===== config.mk =====
export PLATFORM = sky130hd
export DESIGN_NAME = count_ctrl
export DESIGN_NICKNAME = d
export VERILOG_FILES = /design/src/rtl/count_ctrl.sv
export SDC_FILE = /design/constraint.sdc
export NUM_CORES = 1
export LEC_CHECK = 0
export ABC_AREA = 1
export BUFFER_PORTS_ARGS = -buffer_cell sky130_fd_sc_hd__buf_2
export CAP_MARGIN = 10
export CELL_PAD_IN_SITES_DETAIL_PLACEMENT = 0
export CELL_PAD_IN_SITES_GLOBAL_PLACEMENT = 1
export CORE_MARGIN = 4
export CORE_UTILIZATION = 40
export DETAILED_ROUTE_END_ITERATION = 12
export PLACE_DENSITY = 0.87
export SYNTH_ARGS = -nofsm -noshare
export SYNTH_HDL_FRONTEND = slang
export SYNTH_SLANG_ARGS = --single-unit

===== constraint.sdc =====
create_clock -name clk -period 1.6 [get_ports clk]
set_clock_uncertainty 0.15 [all_clocks]
set_input_delay 0.32 -clock clk [delete_from_list [all_inputs] [get_ports clk]]
set_output_delay 0.32 -clock clk [all_outputs]
set_load 0.01 [all_outputs]

===== src/rtl/count_ctrl.sv =====
// Prescaled up-counter with start/stop/pause control and one-shot or auto-reload terminal count.
// tc/div/mode are captured only when a count is launched from IDLE or DONE.
module count_ctrl #(
    parameter int unsigned WIDTH  = 4,
    parameter int unsigned PDIV_W = 4
) (
    input  logic              clk,
    input  logic              rst,
    input  logic              start,
    input  logic              stop,
    input  logic              mode,
    input  logic [WIDTH-1:0]  tc,
    input  logic [PDIV_W-1:0] div,
    output logic [WIDTH-1:0]  cnt,
    output logic              busy,
    output logic              done,
    output logic [1:0]        state
);

    typedef enum logic [1:0] {
        StIdle = 2'b00,
        StRun  = 2'b01,
        StHold = 2'b10,
        StDone = 2'b11
    } state_e;

    state_e              state_q, state_d;
    logic [WIDTH-1:0]    cnt_q, cnt_d;
    logic [PDIV_W-1:0]   pre_q, pre_d;
    logic [WIDTH-1:0]    tc_l_q, tc_l_d;
    logic [PDIV_W-1:0]   div_l_q, div_l_d;
    logic                mode_l_q, mode_l_d;
    logic                done_q, done_d;

    always_ff @(posedge clk or negedge rst) begin
        if (!rst) begin
            state_q  <= StIdle;
            cnt_q    <= '0;
            pre_q    <= '0;
            tc_l_q   <= '0;
            div_l_q  <= '0;
            mode_l_q <= 1'b0;
            done_q   <= 1'b0;
        end else begin
            state_q  <= state_d;
            cnt_q    <= cnt_d;
            pre_q    <= pre_d;
            tc_l_q   <= tc_l_d;
            div_l_q  <= div_l_d;
            mode_l_q <= mode_l_d;
            done_q   <= done_d;
        end
    end

    always_comb begin
        state_d  = state_q;
        cnt_d    = cnt_q;
        pre_d    = pre_q;
        tc_l_d   = tc_l_q;
        div_l_d  = div_l_q;
        mode_l_d = mode_l_q;
        done_d   = 1'b0;

        unique case (state_q)
            StIdle, StDone: begin
                // stop has priority over start in every state
                if (stop) begin
                    state_d = StIdle;
                    cnt_d   = '0;
                end else if (start) begin
                    state_d  = StRun;
                    cnt_d    = '0;
                    pre_d    = '0;
                    tc_l_d   = tc;
                    div_l_d  = div;
                    mode_l_d = mode;
                end else if (state_q == StIdle) begin
                    cnt_d = '0;
                end
            end
            StRun: begin
                if (stop) begin
                    state_d = StHold;
                end else if (pre_q == div_l_q) begin
                    pre_d = '0;
                    if (cnt_q != tc_l_q) begin
                        cnt_d = cnt_q + WIDTH'(1);
                    end else begin
                        done_d = 1'b1;
                        if (mode_l_q) begin
                            cnt_d = '0;
                        end else begin
                            state_d = StDone;
                        end
                    end
                end else begin
                    pre_d = pre_q + PDIV_W'(1);
                end
            end
            StHold: begin
                if (stop) begin
                    state_d = StIdle;
                    cnt_d   = '0;
                end else if (start) begin
                    state_d = StRun;
                end
            end
            default: state_d = StIdle;
        endcase
    end

    assign cnt   = cnt_q;
    assign busy  = (state_q == StRun) || (state_q == StHold);
    assign done  = done_q;
    assign state = state_q;

endmodule


Word-level counts from Yosys, hierarchy flattened --
Cells that the tools add are included.
Storage, ports and cells: memory bits (read-only) 0, input port bits 13, word-level logic and storage cells 60, output and inout bits 8, RAM bits 0, memories 0, flip-flop bits (word level) 20, latch bits 0
Operators by class: $mul 0, shifts and indexed selects 0, $lt $le $gt $ge 0, bitwise gates (word level) 1, add/subtract/negate cells 2, reductions and logical operators 9, muxes and demuxes 25, div/mod/pow operators 0, eq/ne operators 16
Operator list (number):
- $mux 4 | 12
- $mux 2 | 6
- $ne 3x3->1 const B | 4
- $pmux 4 s3 | 1
- $ne 2x2->1 const B | 5
- $add 4x1->4 const B | 2
- $pmux 4 s2 | 1
- $reduce_and 4->1 | 2
- $reduce_and 5->1 | 1
- $eq 2x2->1 const B | 2
- $eq 4x4->1 | 1
- $mux 1 | 4
- $ne 4x4->1 | 1
- $ne 4x4->1 const B | 1
- $pmux 2 s2 | 1
- $ne 3x1->1 const B | 1
- $reduce_and 3->1 | 1
- $reduce_or 3->1 | 1
- $eq 2x1->1 const B | 1
- $logic_not 2->1 | 1
- $reduce_bool 2->1 | 1
- $reduce_or 2->1 | 1
- $logic_or 1x1->1 | 1
- $not 1->1 | 1

Longest topological paths before layout --
Gate-level depths: netlist of run 1.
depth in word-level cells 5, gate-level depth with buffers 11, depth with buffers taken out 10

Least setup slack after synthesis of run 1 --
OpenSTA, ideal clock, no wires.
kind register -> register, start register state_q[0], in the netlist state[0], end register pre_q[0], data required time 1.328 ns, setup time 0.122 ns, slack 0.032 ns, clock period less this slack 1.568 ns, path buffers 0, data arrival time 1.296 ns, stages on the path, launching flop included 9, path through dfrtp_1 > inv_1 > ha_1 > inv_1 > nand3_1 > nand2_1 > inv_1 > nor2_1 > a21oi_1
On the way: cells in the longest elaborated chain, start to end 4, elaborated cells on any way between the ends 10, classes of those cells eq/ne (5); mux (1); reduce/logical (4)
Ends and longest elaborated chain:
- from (decl) | line 27 | state_e state_q, state_d;
- from (signal assigned) | line 37 | state_q <= StIdle;
- from (signal assigned) | line 45 | state_q <= state_d;
- $eq 2x2->1 / $logic_not 2->1 (equally long branches) | line 64 | unique case (state_q)
- $reduce_or 2->1 | line 64
- $ne 2x2->1 (no source line) / $reduce_bool 2->1 (equally long branches)
- $reduce_and 4->1 (no source line)
- to (signal assigned) | line 47 | pre_q <= pre_d;
- to (decl) | line 29 | logic [PDIV_W-1:0] pre_q, pre_d;
Several ways; a longest one is shown, not always the timed one. A chain may end at the register's enable or synchronous reset.

Final worst setup path of run 1 --
start register state_q[0], in the netlist state[0], end output port busy
On the way: cells in the longest elaborated chain, start to end 2, elaborated cells on any way between the ends 3, classes of those cells eq/ne (2); reduce/logical (1)
Ends and longest elaborated chain:
- $eq 2x1->1 / $eq 2x2->1 (equally long branches) | line 113 | assign busy = (state_q == StRun) || (state_q == StHold);
- $logic_or 1x1->1 * | line 113
- to (decl) | line 15 | output logic busy,
Mark *: on every way between the ends. The rest lies on a longest branch, timed or not.

==> results list, run 1 <==
- Summing over every cut layer, the via total after detailed routing is 1094.
- Mean Syn Cell Area: 7.73 um^2
* Horiz. Die Dim: 62.7 um
- Storage element area: 500 um^2
- Layout filler cell count: 268
- In the post-route analysis, the smallest setup slack over all paths is -0.0608 ns.
- Ys Warns: 0
- Via density per instance: 4.95
- Total power divided by cell area: 1300 nW/um^2
* Terminating pin of the worst hold path: div_l_q[3]
- TritonCTS built the clock tree.
* Number of pins with negative max-slew slack in the final report: 0
- Synthesis produced a netlist whose cell count is 155.
* Top cell type's share of synthesized area: 0.418
- Clock tree synthesis found a total of 20 sinks.
- Timing would allow up to 602 MHz.
- Portion of the post-synthesis area used by sequential elements: 0.418
- Aggregate routed wire length: 2700 um
- WL per Instance: 12.2 um
* Top post-synthesis cells by area: sky130_fd_sc_hd__dfrtp_1, sky130_fd_sc_hd__nand2_1, sky130_fd_sc_hd__inv_1
- The via count of the first global-routing pass is 1058.
- Number of top-level pins: 21
- Clock insertion delay at the later pin of the skew report: 0.31 ns
* Proportion of layout cells with a drive suffix above 1: 0.332
- Violations in the final reports: setup timing
- In this run the critical register-to-register path is launched from state[1].
- Ranking of synthesized cells by instance count: sky130_fd_sc_hd__nand2_1, sky130_fd_sc_hd__dfrtp_1, sky130_fd_sc_hd__inv_1
* First-pass detailed-route iteration total: 4
* Capture instance of the worst register-to-register path: pre_q[0]
- The worst pin sits at a relative slew slack of 0.689.
- Top cell type by total area after synthesis: sky130_fd_sc_hd__dfrtp_1
* Number of buffers inserted by port buffering: 20
- Across all register-to-register paths, the minimum setup slack is 0 ns.
- Setup repair after global routing could not meet its margin everywhere.
* Count of flip-flops with a built-in enable after synthesis: 0
* Result of the run: finished, violations left
- Iter 0 DRT Violations: 52
- The most common cell in the synthesized netlist is sky130_fd_sc_hd__nand2_1.
- Global-route total usage across every layer: 0.143
* Core Util, Final: 0.550
- Largest net degree at the start of global routing: 21
- After synthesis, the share of flip-flops with an asynchronous set or reset is 1.00.
- Max clock buf depth: 2
- Crit path arrival time: 1.19 ns
- Half-perimeter wire length of the detailed placement result: 1930 um
* Count of unique library cells instantiated by Yosys: 23
- Sum of negative setup slack: -0.0687 ns
- Crit path kind: register to output port
* Register-to-Register Path Depth: 9
- The area growth from synthesis to layout is 28.7%.
* Aggregate global routing overflow: 0
* Final ANT Viol Nets: 0
- Of the available clock period, the critical path in the final layout requires 1.04.
- Final count of negative-setup-slack endpoints: 3
- Clock tree synthesis selected as its root buffer the cell sky130_fd_sc_hd__clkbuf_4.
- Remaining DRCs: 0
- Starting Density: 0.427
- Hold depth: 2
- The number of clock buffers added by TritonCTS is 3.
- Clock period minus final worst setup slack: 1.66 ns
* Worst-path clk slew: 0.12 ns
- Max-cap violations in this run came to 0.
* First-pass GRT wire length: 4540 um
* Area of the core: 2810 um^2
* Crit-path max FO: 2
- Syn_nets: 173
- In this run the cell area of the synthesized design comes to 1200 um^2.
- Source of the worst hold timing path: div[3]
* Multi-input gate area: 664 um^2
* Required time of the critical path: 1.13 ns
* Pre-CTS setup slack: 0.0111 ns
* Die footprint: 3930 um^2
- Routability-driven placement finished with a final weighted congestion of 0.867.
- Final Hold Vio Count: 0
- The die is 62.7 um tall.
* Number of synthesized register bits: 20
* Number of nets in the layout: 209
- Antenna violations before repair: 0
- Number of antenna cells inserted: 0
- Leakage: 0.813 nW
- In this run the number of H-tree levels came out at 1.
- Number of rows in the core area: 19
- Power consumption: 0.00200 W
* Path class of the lowest-slack min-delay path: input port to register
* Setup crit start kind: register
- Worst setup EP type: output port
- For the pin with the worst max-slew slack, the measured transition is 0.467 ns.
- Dominant register cell in the synthesized netlist: sky130_fd_sc_hd__dfrtp_1
- VDD sags by at most 0.587 mV.
==> worst max-delay path by stage <==
stage | startpoint | endpoint | slack, ns | cells after the start
finish | state[0] | busy | -0.06 | 4
global route | state[1] | pre_q[0] | -0.10 | 9
CTS | state[1] | busy | -0.11 | 3
detailed placement | state[0] | pre_q[0] | 0.01 | 6
global placement | state[0] | pre_q[3] | 0.05 | 7
floorplan | state[0] | pre_q[0] | 0.03 | 8
==> registers in the layout, summed over array words and instances, names as in the netlist <==
name      count
div_l_q       4
state         2
tc_l_q        4
done          1
mode_l_q      1
pre_q         4
cnt           4
==> cell usage in the layout (no fill, tap or decap) <==
cell	netlist	routed
sky130_fd_sc_hd__nor4_1	1	1
sky130_fd_sc_hd__mux2_2	3	3
sky130_fd_sc_hd__inv_2	4	8
sky130_fd_sc_hd__xnor2_1	4	4
sky130_fd_sc_hd__nand2_1	40	39
sky130_fd_sc_hd__nand3_2	3	1
sky130_fd_sc_hd__buf_2	1	20
sky130_fd_sc_hd__a22oi_1	1	1
sky130_fd_sc_hd__nor2_1	17	15
sky130_fd_sc_hd__ha_1	5	3
sky130_fd_sc_hd__nand2_2	2	3
sky130_fd_sc_hd__buf_6	0	3
sky130_fd_sc_hd__nor2_2	1	2
sky130_fd_sc_hd__o22ai_2	0	1
sky130_fd_sc_hd__xor2_1	4	4
sky130_fd_sc_hd__a21oi_2	0	2
sky130_fd_sc_hd__nand3_4	0	2
sky130_fd_sc_hd__clkbuf_8	0	1
sky130_fd_sc_hd__a21oi_1	11	9
sky130_fd_sc_hd__nor2_4	0	1
sky130_fd_sc_hd__nand3_1	12	12
sky130_fd_sc_hd__o21ai_2	0	1
sky130_fd_sc_hd__clkbuf_4	0	3
sky130_fd_sc_hd__dfrtp_1	20	20
sky130_fd_sc_hd__dlygate4sd3_1	0	1
sky130_fd_sc_hd__buf_4	1	9
sky130_fd_sc_hd__nand2_4	1	1
sky130_fd_sc_hd__inv_1	20	16
sky130_fd_sc_hd__nand4_1	1	1
sky130_fd_sc_hd__o31ai_1	1	1
sky130_fd_sc_hd__ha_4	0	2
==> metrics by stage <==
stage | instances | area, um^2 | hold WS (ns)
2_1_floorplan | 155 | 1200 | -0.126
3_3_place_gp | 209 | 1360 | 0.150
3_5_place_dp | 209 | 1360 | 0.149
4_1_cts | 219 | 1460 | 0.0699
5_1_grt | 221 | 1540 | 0.0862
6_report | 221 | 1540 | 0.0804
==> power breakdown <==
group | internal, W | switching (W) | leakage (nW)
Clock | 0.000139 | 0.000169 | 0.0210
Combinational | 0.000415 | 0.000490 | 0.545
Sequential | 0.000643 | 0.000141 | 0.247
==> worst max-delay path: stages (launching register included) <==
cell and delay, ns:
sky130_fd_sc_hd__dfrtp_1 0.40, sky130_fd_sc_hd__inv_2 0.06, sky130_fd_sc_hd__ha_4 0.27, sky130_fd_sc_hd__inv_2 0.04, sky130_fd_sc_hd__buf_6 0.11
==> cell families after synthesis <==
family	after synthesis	synth area share
adder cells (fa/ha/maj)	5	0.0522
AND/OR/NAND/NOR	78	0.289
buffers and inverters	26	0.0857
flip-flops	20	0.418
XOR/XNOR	8	0.0585
AO/OA/AOI/OAI	15	0.0679
multiplexers	3	0.0282
==> area by class of cell <==
| type | count | area share |
|---|---|---|
| Tap cell | 31 | 0.0252 |
| Clock buffer | 4 | 0.0235 |
| Sequential cell | 20 | 0.325 |
| Timing Repair Buffer | 33 | 0.137 |
| Inverter | 24 | 0.0584 |
| Multi-Input combinational cell | 109 | 0.431 |
==> timing repair <==
action,CTS,global route
gates resized for setup,4,16
endpoints found under the setup margin,3,21
hold endpoints to repair,20,0
setup buffers,5,1
hold buffers,1,0
gates cloned,0,1
pin swaps,3,5
==> layer usage <==
metal / share of wire / routed length [um] / track usage / up-vias
li1: - / - / - / 557
met1: 0.45 / 1200 / 0.176 / 508
met2: 0.50 / 1350 / 0.245 / 27
met3: 0.046 / 125 / 0.0270 / 2
met4: 0.0063 / 17 / 0.0579 / 0
met5: 0 / 0 / 0 / -
No activity file was read; power rests on OpenSTA's default activity.
==> inputs of run 2 (changes only) <==
- ABC_CLOCK_PERIOD_IN_PS: unset -> 1600
- PLACE_DENSITY: 0.87 -> 0.84
==> results list, run 2 (synthesis gave the netlist of run 1 again) <==
- The run finished, with violations left.
- The checks that failed: setup timing.
- Switching part of the total: 0.407 (+0.00618)
- First-pass detailed-route iteration total: 4 (unchanged)
- Worst-path clk slew: 0.11 ns (about the same)
* Setup repair after global routing missed its margin: yes
- Number of top-level pins: 21 (unchanged)
- Worst-Margin Slew: 0.464 ns (-0.00365 ns)
* Aggregate routed wire length: 2730 um (+1.2%)
- The worst hold margin came to 0.0984 ns (+0.0180 ns).
- The data arrival time at the worst-slack endpoint was 1.16 ns (-0.03 ns).
* Antenna violations before repair: 0 (unchanged)
- The library cell used most frequently in the layout, excluding fill and tap cells, is sky130_fd_sc_hd__nand2_1.
- TritonCTS clock tree: yes
* Number of buffers inserted by port buffering: 20 (unchanged)
* Global-route total usage across every layer: 0.140 (-0.00266)
- Required time of the critical path: 1.13 ns (about the same)
- Starting Density: 0.427 (unchanged)
* Final count of negative-setup-slack endpoints: 3 (unchanged)
* Horiz. Die Dim: 62.7 um (unchanged)
- The number of diodes is 0 (unchanged).
- The post-route standard cell area excluding fillers was 1580 um^2 (+2.7%).
- The HPWL after detailed placement is 1970 um (+2.2%).
* Number of pins with negative max-slew slack in the final report: 0 (unchanged)
- Remaining DRCs: 0 (unchanged)
- Compared with the post-synthesis result, the final layout area differs by 32.2%.
- The first-pass GRT wire length is 4560 um (+0.44%).
- The combinational group share of total power was 0.472 (+0.019).
- The remaining global-route overflow came to 0 (unchanged).
- The via count of the first global-routing pass was 1085 (+2.6%).
- Power share of the clock group: 0.121 (-0.033)
* Clk root buf: sky130_fd_sc_hd__clkbuf_4
* Worst VDD drop: 0.607 mV (+3.4%)
- The last weighted congestion value of the routability-driven placer was 0.823 (-5.1%).
- The height of the die was 62.7 um (unchanged).
* Largest net degree at the start of global routing: 21 (unchanged)
- Number of nets in the layout: 209 (unchanged)
* Final ANT Viol Nets: 0 (unchanged)
- Overall via count from detail_route: 1078 (-1.5%)
* Path class of the lowest-slack min-delay path: input port to register
* Area of the core: 2810 um^2 (unchanged)
* CTS sink count: 20 (unchanged)
* Max clock buf depth: 2 (unchanged)
* CTS HTree Levels: 1 (unchanged)
- The number of buffers created by CTS is 3 (unchanged).
- The relative slew slack came to 0.691 (+0.00243).
* Proportion of layout cells with a drive suffix above 1: 0.376 (+0.0441)
- Crit-path max FO: 2 (unchanged)
- WL per Instance: 12.4 um (+1.7%)
- The net switching component of the power was 0.000788 W (-1.6%).
* Share of total power in sequential cells: 0.407 (+0.014)
- Setup crit start kind: register
* Total power divided by cell area: 1220 nW/um^2 (-5.6%)
* Die footprint: 3930 um^2 (unchanged)
* Clock insertion delay at the later pin of the skew report: 0.29 ns (-0.02 ns)
- The final critical path time including I/O delays and setup came to 1.63 ns (-0.0323 ns).
- Number of rows in the core area: 19 (unchanged)
* Highest clock frequency the design can meet: 614 MHz (+2.0%)
- The via-per-instance ratio came to 4.90 (-1.0%).
- Commonest cells after routing, fill and taps aside: sky130_fd_sc_hd__nand2_1, sky130_fd_sc_hd__dfrtp_1, sky130_fd_sc_hd__buf_2
* Final Hold Vio Count: 0 (unchanged)
* Final Cycle Share: 1.02 (-0.0202)
- The count of maximum capacitance violations was 0 (unchanged).
- The internal power component was 0.00115 W (-4.1%).
- Worst setup EP type: output port
- The instance area after placement came to 1380 um^2 (+1.1%).
* Final WS setup: -0.0285 ns (+0.0323 ns)
- The critical path is of the register to output port type.
- Leakage: 0.813 nW (about the same)
- The first-iteration detailed-routing DRC count was 50 (-3.8%).
## run 2: cell count changes in the layout (fill, tap and decap cells not counted), sizes merged
cell	delta
clkbuf	-1
## run 2: layer usage
metal  GRT usage  routed length [um]
met2       0.245                1360
met4      0.0413                  17
met1       0.175                1250
met5           0                   0
met3      0.0270                 104
## run 2: cell type report
type	count	area (um^2)
Sequential cell	20	500
Inverter	24	90.1
Tap cell	31	38.8
Clock buffer	3	22.5
Multi-Input combinational cell	109	707
Fill cell	261	1220
Timing Repair Buffer	33	224
## run 2: what timing repair did
item	CTS	global route
hold buffers	1	0
pin swaps	1	9
setup endpoints to repair	2	13
setup buffers	3	2
hold endpoints to repair	20	0
resized for setup	7	25
## run 2: path summary, 6_finish.rpt
check	from	cells past startpoint	slack, ns	endpoint
worst max-delay path	state[1]	3	-0.03	busy
worst min-delay path	div[3]	2	0.1	div_l_q[3]
worst max register to register	state[1]	8	-0.02	pre_q[0]
worst min register to register	tc_l_q[0]	2	0.40	tc_l_q[0]
max in group asynchronous	rst	2	0.63	cnt[1]
min in group asynchronous	rst	2	0.34	tc_l_q[3]
## run 2: per-stage QoR
stage	power [W]	setup slack, ns	utilization	TNS (ns)	cells
global route	0.00210	-0.0870	0.564	-0.731	220
global placement	0.00153	0.0609	0.491	0	211
CTS	0.00184	-0.0529	0.522	-0.154	218
floorplan	0.00130	0.0323	-	0	155
detailed placement	0.00156	0.0163	0.491	0	211
finish	0.00194	-0.0285	0.564	-0.0484	220
## run 2: worst max-delay path: stages, from the launching register on
cell and delay [ns]:
sky130_fd_sc_hd__dfrtp_1 0.43, sky130_fd_sc_hd__ha_4 0.29, sky130_fd_sc_hd__inv_2 0.04, sky130_fd_sc_hd__buf_6 0.11
## run 2: power by group through the flow
stage          clock (W)  combinational [W]  sequential [W]
2_1_floorplan          0           0.000514        0.000788
3_3_place_gp           0           0.000746        0.000783
3_5_place_dp           0           0.000769        0.000792
4_1_cts         0.000243           0.000812        0.000780
5_1_grt         0.000265            0.00103        0.000808
6_report        0.000235           0.000914        0.000787
